### config.mk
export PLATFORM = sky130hd
export DESIGN_NAME = perf_debug_monitor
export DESIGN_NICKNAME = d
export VERILOG_FILES = /design/src/rtl/dbg_pkg.sv /design/src/rtl/dbg_channel_stat.sv /design/src/rtl/perf_debug_monitor.sv
export SDC_FILE = /design/constraint.sdc
export NUM_CORES = 1
export LEC_CHECK = 0
export ABC_AREA = 1
export CAP_MARGIN = 10
export CORE_MARGIN = 3
export CORE_UTILIZATION = 40
export DETAILED_ROUTE_END_ITERATION = 12
export GPL_TIMING_DRIVEN = 1
export PLACE_DENSITY_LB_ADDON = 0.08
export RECOVER_POWER = 25
export SLEW_MARGIN = 0
export SYNTH_ARGS = -nofsm -noshare
export SYNTH_HDL_FRONTEND = slang
export SYNTH_SLANG_ARGS = --single-unit
export TNS_END_PERCENT = 1
### constraint.sdc
create_clock -name clk -period 3.4 [get_ports clk]
set_clock_uncertainty 0.05 [all_clocks]
set_input_delay 0.68 -clock clk [delete_from_list [all_inputs] [get_ports clk]]
set_output_delay 0.68 -clock clk [all_outputs]
set_load 0.005 [all_outputs]
### src/rtl/dbg_pkg.sv
// Shared constants for the debug/performance monitor: FSM encodings, status word layout
// and read-map base addresses.
package dbg_pkg;

  localparam logic [1:0] StIdle = 2'd0;
  localparam logic [1:0] StRun  = 2'd1;
  localparam logic [1:0] StDone = 2'd2;

  localparam int unsigned StatStateLsb  = 0;
  localparam int unsigned StatCapOvfBit = 2;
  localparam int unsigned StatCycSatBit = 3;
  localparam int unsigned StatCapPtrLsb = 4;
  localparam int unsigned StatCapPtrW   = 5;
  localparam int unsigned StatW         = StatCapPtrLsb + StatCapPtrW;

  localparam int unsigned RD_CH_BASE = 3;

  // Capture slots follow the three per-channel words of every channel.
  function automatic int unsigned rd_cap_base(input int unsigned num_ch);
    return RD_CH_BASE + 3 * num_ch;
  endfunction

endpackage

### src/rtl/dbg_channel_stat.sv
// Per-channel statistics: sticky valid/ready flags, first-event timestamps and a
// saturating valid counter, all updated only while the run is active.
module dbg_channel_stat #(
  parameter int unsigned CNT_W = 32
) (
  input  logic             clk,
  input  logic             rst,
  input  logic             run,
  input  logic             clr,
  input  logic             vld,
  input  logic             rdy,
  input  logic [CNT_W-1:0] cycle_cnt,
  output logic             vld_seen,
  output logic             rdy_seen,
  output logic [CNT_W-1:0] vld_ts,
  output logic [CNT_W-1:0] rdy_ts,
  output logic [CNT_W-1:0] vld_cnt
);

  always_ff @(posedge clk) begin
    if (rst || clr) begin
      vld_seen <= 1'b0;
      rdy_seen <= 1'b0;
      vld_ts   <= '0;
      rdy_ts   <= '0;
      vld_cnt  <= '0;
    end else if (run) begin
      if (vld && !vld_seen) begin
        vld_seen <= 1'b1;
        vld_ts   <= cycle_cnt;
      end
      if (rdy && !rdy_seen) begin
        rdy_seen <= 1'b1;
        rdy_ts   <= cycle_cnt;
      end
      if (vld && (vld_cnt != {CNT_W{1'b1}})) begin
        vld_cnt <= vld_cnt + CNT_W'(1);
      end
    end
  end

endmodule

### src/rtl/perf_debug_monitor.sv
// Debug/performance monitor: run-control FSM, per-channel statistics, address-matched data
// capture and a one-cycle-latency word read port over all collected state.
module perf_debug_monitor
  import dbg_pkg::*;
#(
  parameter int unsigned NUM_CH    = 4,
  parameter int unsigned CNT_W     = 32,
  parameter int unsigned DATA_W    = 32,
  parameter int unsigned ADDR_W    = 16,
  parameter int unsigned NUM_CAP   = 4,
  parameter int unsigned RD_ADDR_W = 8
) (
  input  logic                  clk,
  input  logic                  rst,
  input  logic                  start_i,
  input  logic                  stop_i,
  input  logic [NUM_CH-1:0]     ch_vld_i,
  input  logic [NUM_CH-1:0]     ch_rdy_i,
  input  logic                  cap_en_i,
  input  logic [ADDR_W-1:0]     cap_addr_i,
  input  logic [DATA_W-1:0]     cap_data_i,
  input  logic [ADDR_W-1:0]     cap_match_i,
  input  logic                  rd_en_i,
  input  logic [RD_ADDR_W-1:0]  rd_addr_i,
  output logic [DATA_W-1:0]     rd_data_o,
  output logic                  rd_vld_o,
  output logic [1:0]            state_o,
  output logic [2*NUM_CH-1:0]   flags_o
);

  logic [1:0]                      state_q;
  logic [CNT_W-1:0]                cycle_cnt_q;
  logic                            cyc_sat_q;
  logic [StatCapPtrW-1:0]          cap_ptr_q;
  logic                            cap_ovf_q;
  logic [NUM_CAP-1:0][DATA_W-1:0]  slot_q;
  logic [DATA_W-1:0]               rd_data_q;
  logic                            rd_vld_q;

  logic                            run;
  logic                            clr;
  logic                            cyc_max;
  logic [NUM_CH-1:0]               vld_seen;
  logic [NUM_CH-1:0]               rdy_seen;
  logic [NUM_CH-1:0][CNT_W-1:0]    vld_ts;
  logic [NUM_CH-1:0][CNT_W-1:0]    rdy_ts;
  logic [NUM_CH-1:0][CNT_W-1:0]    vld_cnt;
  logic [StatW-1:0]                status;
  logic [31:0]                     ra;
  logic [DATA_W-1:0]               rd_word;

  assign run     = (state_q == StRun);
  // A start accepted outside RUN wipes every statistic on the same edge.
  assign clr     = start_i && !run;
  assign cyc_max = (cycle_cnt_q == {CNT_W{1'b1}});

  always_ff @(posedge clk) begin
    if (rst) begin
      state_q     <= StIdle;
      cycle_cnt_q <= '0;
      cyc_sat_q   <= 1'b0;
    end else begin
      case (state_q)
        StRun: begin
          if (stop_i || cyc_max) state_q <= StDone;
        end
        default: begin
          if (start_i) state_q <= StRun;
        end
      endcase
      if (clr) begin
        cycle_cnt_q <= '0;
        cyc_sat_q   <= 1'b0;
      end else if (run) begin
        if (cyc_max) cyc_sat_q <= 1'b1;
        else         cycle_cnt_q <= cycle_cnt_q + CNT_W'(1);
      end
    end
  end

  for (genvar c = 0; c < NUM_CH; c++) begin : g_ch
    dbg_channel_stat #(
      .CNT_W(CNT_W)
    ) u_stat (
      .clk      (clk),
      .rst      (rst),
      .run      (run),
      .clr      (clr),
      .vld      (ch_vld_i[c]),
      .rdy      (ch_rdy_i[c]),
      .cycle_cnt(cycle_cnt_q),
      .vld_seen (vld_seen[c]),
      .rdy_seen (rdy_seen[c]),
      .vld_ts   (vld_ts[c]),
      .rdy_ts   (rdy_ts[c]),
      .vld_cnt  (vld_cnt[c])
    );
  end

  always_ff @(posedge clk) begin
    if (rst || clr) begin
      cap_ptr_q <= '0;
      cap_ovf_q <= 1'b0;
      slot_q    <= '0;
    end else if (run && cap_en_i && (cap_addr_i == cap_match_i)) begin
      if (cap_ptr_q < StatCapPtrW'(NUM_CAP)) begin
        for (int k = 0; k < NUM_CAP; k++) begin
          if (cap_ptr_q == StatCapPtrW'(k)) slot_q[k] <= cap_data_i;
        end
        cap_ptr_q <= cap_ptr_q + StatCapPtrW'(1);
      end else begin
        cap_ovf_q <= 1'b1;
      end
    end
  end

  always_comb begin
    status = '0;
    status[StatStateLsb +: 2]           = state_q;
    status[StatCapOvfBit]               = cap_ovf_q;
    status[StatCycSatBit]               = cyc_sat_q;
    status[StatCapPtrLsb +: StatCapPtrW] = cap_ptr_q;
  end

  assign ra = 32'(rd_addr_i);

  always_comb begin
    rd_word = '0;
    if (ra == 32'd0) rd_word = DATA_W'(status);
    if (ra == 32'd1) rd_word = DATA_W'(cycle_cnt_q);
    if (ra == 32'd2) rd_word = DATA_W'({rdy_seen, vld_seen});
    for (int c = 0; c < NUM_CH; c++) begin
      if (ra == 32'(RD_CH_BASE + 3 * c))     rd_word = DATA_W'(vld_ts[c]);
      if (ra == 32'(RD_CH_BASE + 3 * c + 1)) rd_word = DATA_W'(rdy_ts[c]);
      if (ra == 32'(RD_CH_BASE + 3 * c + 2)) rd_word = DATA_W'(vld_cnt[c]);
    end
    for (int k = 0; k < NUM_CAP; k++) begin
      if (ra == 32'(rd_cap_base(NUM_CH) + k)) rd_word = slot_q[k];
    end
  end

  always_ff @(posedge clk) begin
    if (rst) begin
      rd_data_q <= '0;
      rd_vld_q  <= 1'b0;
    end else begin
      rd_vld_q <= rd_en_i;
      if (rd_en_i) rd_data_q <= rd_word;
    end
  end

  assign rd_data_o = rd_data_q;
  assign rd_vld_o  = rd_vld_q;
  assign state_o   = state_q;
  assign flags_o   = {rdy_seen, vld_seen};

endmodule

==> Word-level counts from Yosys, hierarchy flattened <==
Index checks and enable logic that the tools add are counted.
{ "op_classes": {"n_shift": 0, "div": 0, "mul": 0, "bitwise_logic": 2, "order_cmp": 1, "eq_ne": 29, "reduce_logical": 51, "n_mux": 22, "add_sub_neg": 6} }
{ "op_table": {"columns": ["cell", "count"], "rows": [
  ["two-way mux 32 bit", 18],
  ["adder 32 x 1 -> 32 bit, second input constant", 5],
  ["!= test 32 bit, second input constant", 4],
  ["== test 8 x 4 -> 1 bit, second input constant", 8],
  ["AND reduction 2 bit", 17],
  ["== test 32 bit, second input constant", 1],
  ["== test 8 x 3 -> 1 bit, second input constant", 4],
  ["logical NOT 32 bit", 1],
  ["== test 8 x 5 -> 1 bit, second input constant", 3],
  ["== test 16 bit", 1],
  ["== test 8 x 2 -> 1 bit, second input constant", 2],
  ["logical AND 1 bit", 15],
  ["AND reduction 3 bit", 4],
  ["== test 5 x 2 -> 1 bit, second input constant", 2],
  ["logical NOT 1 bit", 9],
  ["two-way mux 9 bit", 1],
  ["== test 8 x 1 -> 1 bit, second input constant", 1],
  ["two-way mux 2 bit", 3],
  ["adder 5 x 1 -> 5 bit, second input constant", 1],
  ["== test 5 x 1 -> 1 bit, second input constant", 1],
  ["logical NOT 5 bit", 1],
  ["less-than comparator 5 x 3 -> 1 bit, second input constant", 1],
  ["== test 2 x 1 -> 1 bit, second input constant", 1],
  ["logical OR 1 bit", 2],
  ["other kinds (4)", 5]
]} }
{ "totals": {"output_inout_bits": 43, "memories": 0, "input_bits": 86, "ram_bits": 0, "latch_bits": 0, "elab_cells": 142, "regBits": 594, "romBits": 0} }

==> Logic depth before layout (Yosys ltp) <==
{ "logic_depth": {"word_depth": 20, "depth_mapped": 20} }

==> Cells and area by module <==
Synthesis repeated with hierarchy kept, for this count alone.
{ "hier_totals": {"hier_cells": 4622, "area_unflattened_um2": 30471.7} }
{ "by_module_without_submodules": {"columns": ["mod", "seq_area_each_um2", "cells_per_inst", "n_inst", "area_per_inst_um2"], "rows": [
  ["dbg_channel_stat", 1961.9, 651, 4, 4475.5],
  ["perf_debug_monitor", 4043.9, 2018, 1, 12569.6]
]} }

==> Least setup slack after synthesis <==
No wires, ideal clock.
{ "synth_path": {"kind": "input-to-reg", "from": "input rd_addr_i[5]", "to": "register rd_data_q[22] (netlist: rd_data_o[22])", "cell_stages": 14, "arrival_ps": 2157, "setup_time_ps": 132, "path_buffers": 1, "slack_ps": 1061, "cell_sequence": "nor2_1 nand2_2 inv_2 buf_6 nand3_4 nor2_2 inv_1 or2_2 nand2_1 nand4_1 nor2_1 nand4_1 nand2_1 a21oi_1"} }
{ "synth_between": {"elab_chain_len": 19, "word_cells_on_any_way": 36, "cone_classes": "eq/ne: 18; mux: 18"} }
{ "synth_rtl": {"columns": ["item", "line", "rtl"], "rows": [
  ["start, declared", "perf_debug_monitor.sv:24", "input logic [RD_ADDR_W-1:0] rd_addr_i,"],
  ["== test 8 x 1 -> 1 bit", "perf_debug_monitor.sv:130", "if (ra == 32'd1) rd_word = DATA_W'(cycle_cnt_q);"],
  ["two-way mux 32 bit", "perf_debug_monitor.sv:130", null],
  ["two-way mux 32 bit", "perf_debug_monitor.sv:131", "if (ra == 32'd2) rd_word = DATA_W'({rdy_seen, vld_seen});"],
  ["two-way mux 32 bit", "perf_debug_monitor.sv:133", "if (ra == 32'(RD_CH_BASE + 3 * c)) rd_word = DATA_W'(vld_ts[c]);"],
  ["two-way mux 32 bit", "perf_debug_monitor.sv:134", "if (ra == 32'(RD_CH_BASE + 3 * c + 1)) rd_word = DATA_W'(rdy_ts[c]);"],
  ["two-way mux 32 bit", "perf_debug_monitor.sv:135", "if (ra == 32'(RD_CH_BASE + 3 * c + 2)) rd_word = DATA_W'(vld_cnt[c]);"],
  ["two-way mux 32 bit", "perf_debug_monitor.sv:133", null],
  ["two-way mux 32 bit", "perf_debug_monitor.sv:134", null],
  ["two-way mux 32 bit", "perf_debug_monitor.sv:135", null],
  ["two-way mux 32 bit", "perf_debug_monitor.sv:133", null],
  ["two-way mux 32 bit", "perf_debug_monitor.sv:134", null],
  ["two-way mux 32 bit", "perf_debug_monitor.sv:135", null],
  ["two-way mux 32 bit", "perf_debug_monitor.sv:133", null],
  ["two-way mux 32 bit", "perf_debug_monitor.sv:134", null],
  ["two-way mux 32 bit", "perf_debug_monitor.sv:135", null],
  ["two-way mux 32 bit (3 in a row)", "perf_debug_monitor.sv:138", "if (ra == 32'(rd_cap_base(NUM_CH) + k)) rd_word = slot_q[k];"],
  ["two-way mux 32 bit (*)", "perf_debug_monitor.sv:138", null],
  ["end signal, assigned", "perf_debug_monitor.sv:148", "if (rd_en_i) rd_data_q <= rd_word;"],
  ["end, declared", "perf_debug_monitor.sv:37", "logic [DATA_W-1:0] rd_data_q;"]
]} }
Mark *: on every way between the ends. The rest lies on a longest branch, timed or not.
A chain may end at the register's enable or synchronous reset.

==> Final worst setup path <==
{ "layout_path": {"from": "register state_q[0] (netlist: state_o[0])", "to": "register g_ch[1].u_stat.vld_cnt[11]"} }
{ "layout_between": {"elab_chain_len": 4, "word_cells_on_any_way": 5, "cone_classes": "eq/ne: 1; reduce/logical: 4"} }
{ "layout_rtl": {"columns": ["item", "line", "rtl"], "rows": [
  ["start, declared", "perf_debug_monitor.sv:31", "logic [1:0] state_q;"],
  ["start signal, assigned", "perf_debug_monitor.sv:59", "state_q <= StIdle;"],
  ["start signal, assigned", "perf_debug_monitor.sv:65", "if (stop_i || cyc_max) state_q <= StDone;"],
  ["start signal, assigned", "perf_debug_monitor.sv:68", "if (start_i) state_q <= StRun;"],
  ["== test 2 x 1 -> 1 bit (*)", "perf_debug_monitor.sv:52", "assign run = (state_q == StRun);"],
  ["logical NOT 1 bit", "perf_debug_monitor.sv:54", "assign clr = start_i && !run;"],
  ["logical AND 1 bit", "perf_debug_monitor.sv:54", null],
  ["logical OR 1 bit", "dbg_channel_stat.sv:21", "if (rst || clr) begin"],
  ["end signal, assigned", "dbg_channel_stat.sv:37", "vld_cnt <= vld_cnt + CNT_W'(1);"],
  ["end, declared", "dbg_channel_stat.sv:17", "output logic [CNT_W-1:0] vld_cnt"]
]} }
Marked as above.

==> results.md <==
* 1st-pass router iterations at 6
* Synth Cell Area at around 28000 sq um
* Worst-Skew Late Latency at about 620 ps
* Fmax at roughly 0.33 GHz
* Die ar. at 73400 sq um
* Clk slew on worst S/H paths at 60 ps
* Share of the synthesized area in the top cell type at 42.3%
* Clock sink total at 594
* Initial cell density of the core at 40.7%
* # resized after CTS at 0
* Req. time, crit path at between 3000 and 4000 ps
* Leakage Power at 11.5 nW
* Tightest Hold Check Type: reg -> reg
* Core Util, Final at 48.2%
* Total Nets Final at 4324
* Peak VDD IR at 0.306 mV
* Cell Pwr Density at approximately 470 nW/um^2
* Post-synth EDFFs at 0
* CTS tree: yes
* CTS Buffer Depth at 3
* Post-cts hold buffer count at 0
* Root Driver: clkbuf_16
* Post CTS Setup Buffer Count at 0
* Total number of vias at 27200
* CTS Buf Count at 69
* 1st-iter DRT viols at ~2600
* Mapped Cells at 4092
* Max-slew headroom at the worst pin at between 10% and 20%
* Drt drc at 0
* Most frequent cells in the layout: 722 x nand2_1, 594 x dfxtp_1, 564 x a21oi_1
* Die Width at 271 um
* Ant. Diodes at 0
* CP arrival at approximately 3500 ps
* Sequential area share after synthesis at between 40% and 50%
* # setup viols final at 0
* Core Area at 69100 sq um
* GRT Total Usage at between 20% and 30%
* Tightest Pin Transition at 1260 ps
* Rows at 96
* Remaining antenna violation count at 0
* Main area contributors after synthesis: dfxtp_1 42%, a21oi_1 10%, nand2_1 9.7%, o21ai_0 9.4%, inv_1 6.4%
* # placed instances at 5089
* RD Place Congestion at between 0.9 and 1
* Netlist cell types at between 50 and 60
* Crit start category: flip-flop
* Post-synth ARST share at 0%
* Vias in the first global route at 24900
* Post-synth net total at 4187
* Syn Area/Cell at roughly 6.9 sq um
* DP Area at 31100 sq um
* Wire per inst at 19.8 um
* Fin cells at around 5200
* Number of max-cap violations at 0
* Status: completed
* Worst-path fanout max at just under 70
* CP Class: reg -> reg
* I/O pins at 129
* Final Hold Fails at 0
* Post-DP HPWL at 75600 um
* Top FF cell, synth: dfxtp_1
* Largest net degree at the start of global routing at 122
* Commonest non-fill, non-tap cell in the layout: nand2_1
* CTS H-tree lvls at 3
* Cell area after layout at ~33000 sq um
* IO Port Bufs at 128
* Initial antenna violation count at 1
* Drt total wl at a little over 100000 um
* Endpoint type of the worst setup path: flip-flop
* Yosys warns at 0
* Fin crit share at around nine tenths
* Yosys reg bits at 594
* Die Y at 271 um
* Via/cell ratio at 5.22
* Min cycle time layout at 3050 ps
* Proportion of layout cells with a drive suffix above 1 at 8.83%
* First-pass GRT wire length at about 160000 um
* RSZ-0062 raised after global routing: no
* Final Max Slew Viols at 0
* Synth area leader: dfxtp_1
* Layout area overhead at 18.6%
* GRT Residual Overflow at 0
## cell families (layout without fill, tap and decap cells)
| logic type | after synthesis | count (layout) | synth area share, % |
|---|---|---|---|
| buffers and inverters | 741 | 929 | 10.3 |
| DFF | 594 | 594 | 42.3 |
| AOI/OAI and AO/OA | 1137 | 1137 | 20.6 |
| and+or+nand+nor | 1556 | 1556 | 24.6 |
| xor gates and xnor gates | 55 | 55 | 1.72 |
| adders and majority gates | 9 | 9 | 0.401 |
## final cells by class
class,instances,area (sq um)
Clock buffer,102,2060
Clock inverter,20,244
Fill cell,7078,35800
Inverter,522,1960
Multi-Input combinational cell,2757,13300
Sequential cell,594,11900
Tap cell,931,1160
Timing Repair Buffer,285,2680
## registers in the layout (all words and copies together), names as in the netlist
register,flops
cap_ovf_q,1
cap_ptr_q,5
cyc_sat_q,1
cycle_cnt_q,32
g_ch.u_stat.rdy_seen,4
g_ch.u_stat.rdy_ts,128
g_ch.u_stat.vld_cnt,128
g_ch.u_stat.vld_seen,4
g_ch.u_stat.vld_ts,128
rd_data_o,32
rd_vld_o,1
slot_q,128
state_o,2
## synth_stat cells (12+ instances only)
| cell type | number |
|---|---|
| buf_2 | 29 |
| nor2_2 | 22 |
| nand3_1 | 93 |
| a21oi_1 | 564 |
| inv_2 | 26 |
| nor4_1 | 41 |
| o21ai_0 | 528 |
| clkbuf_1 | 171 |
| inv_1 | 481 |
| o21a_1 | 16 |
| nand2_1 | 726 |
| or2_2 | 16 |
| nor2_1 | 381 |
| clkinv_1 | 15 |
| dfxtp_1 | 594 |
| xor2_1 | 50 |
| buf_4 | 12 |
| nor3_1 | 100 |
| nand4_1 | 115 |
| nand2_2 | 16 |
## critical path, cell delays in order, from the launching register on
cell and delay [ps]:
dfxtp_1 410, inv_1 100, nor2_4 90, inv_1 290, a21oi_1 630, buf_12 340, clkbuf_1 640, o21ai_0 190
a21oi_1 180
## per-layer routing
layer  track usage [%]  vias up  wire length (um)
met2              42.4      810             45000
li1                  -    13700                 -
met5                 0        -                 0
met4              6.56        0              2290
met3              5.26      131              7110
met1              39.6    12600             48600
## power by group
group / internal (mW) / switching, mW
Clock: 4.52 / 3.09
Combinational: 0.321 / 0.608
Sequential: 7.10 / 0.0687
Total: 11.9 / 3.77
## metrics by stage
step                worst slack, ps  hold slack [ps]  power (mW)  setup TNS, ps
floorplan                      1060              370        7.82              0
global placement              -71.1              378        8.25           -264
detailed placement            -89.0              382        8.25           -376
CTS                             511              391        15.8              0
global route                    146              403        16.2              0
finish                          347              391        15.7              0
## final timing paths
check                   from                          to  slack [ps]  depth (start not counted)
setup / recovery  state_o[0]  g_ch[1].u_stat.vld_cnt[11]         350                          8
hold / removal    slot_q[96]                  slot_q[96]         390                          2
setup reg to reg  state_o[0]  g_ch[1].u_stat.vld_cnt[11]         350                          8
hold reg to reg   slot_q[96]                  slot_q[96]         390                          2
Power figures use the tool's default switching activity.
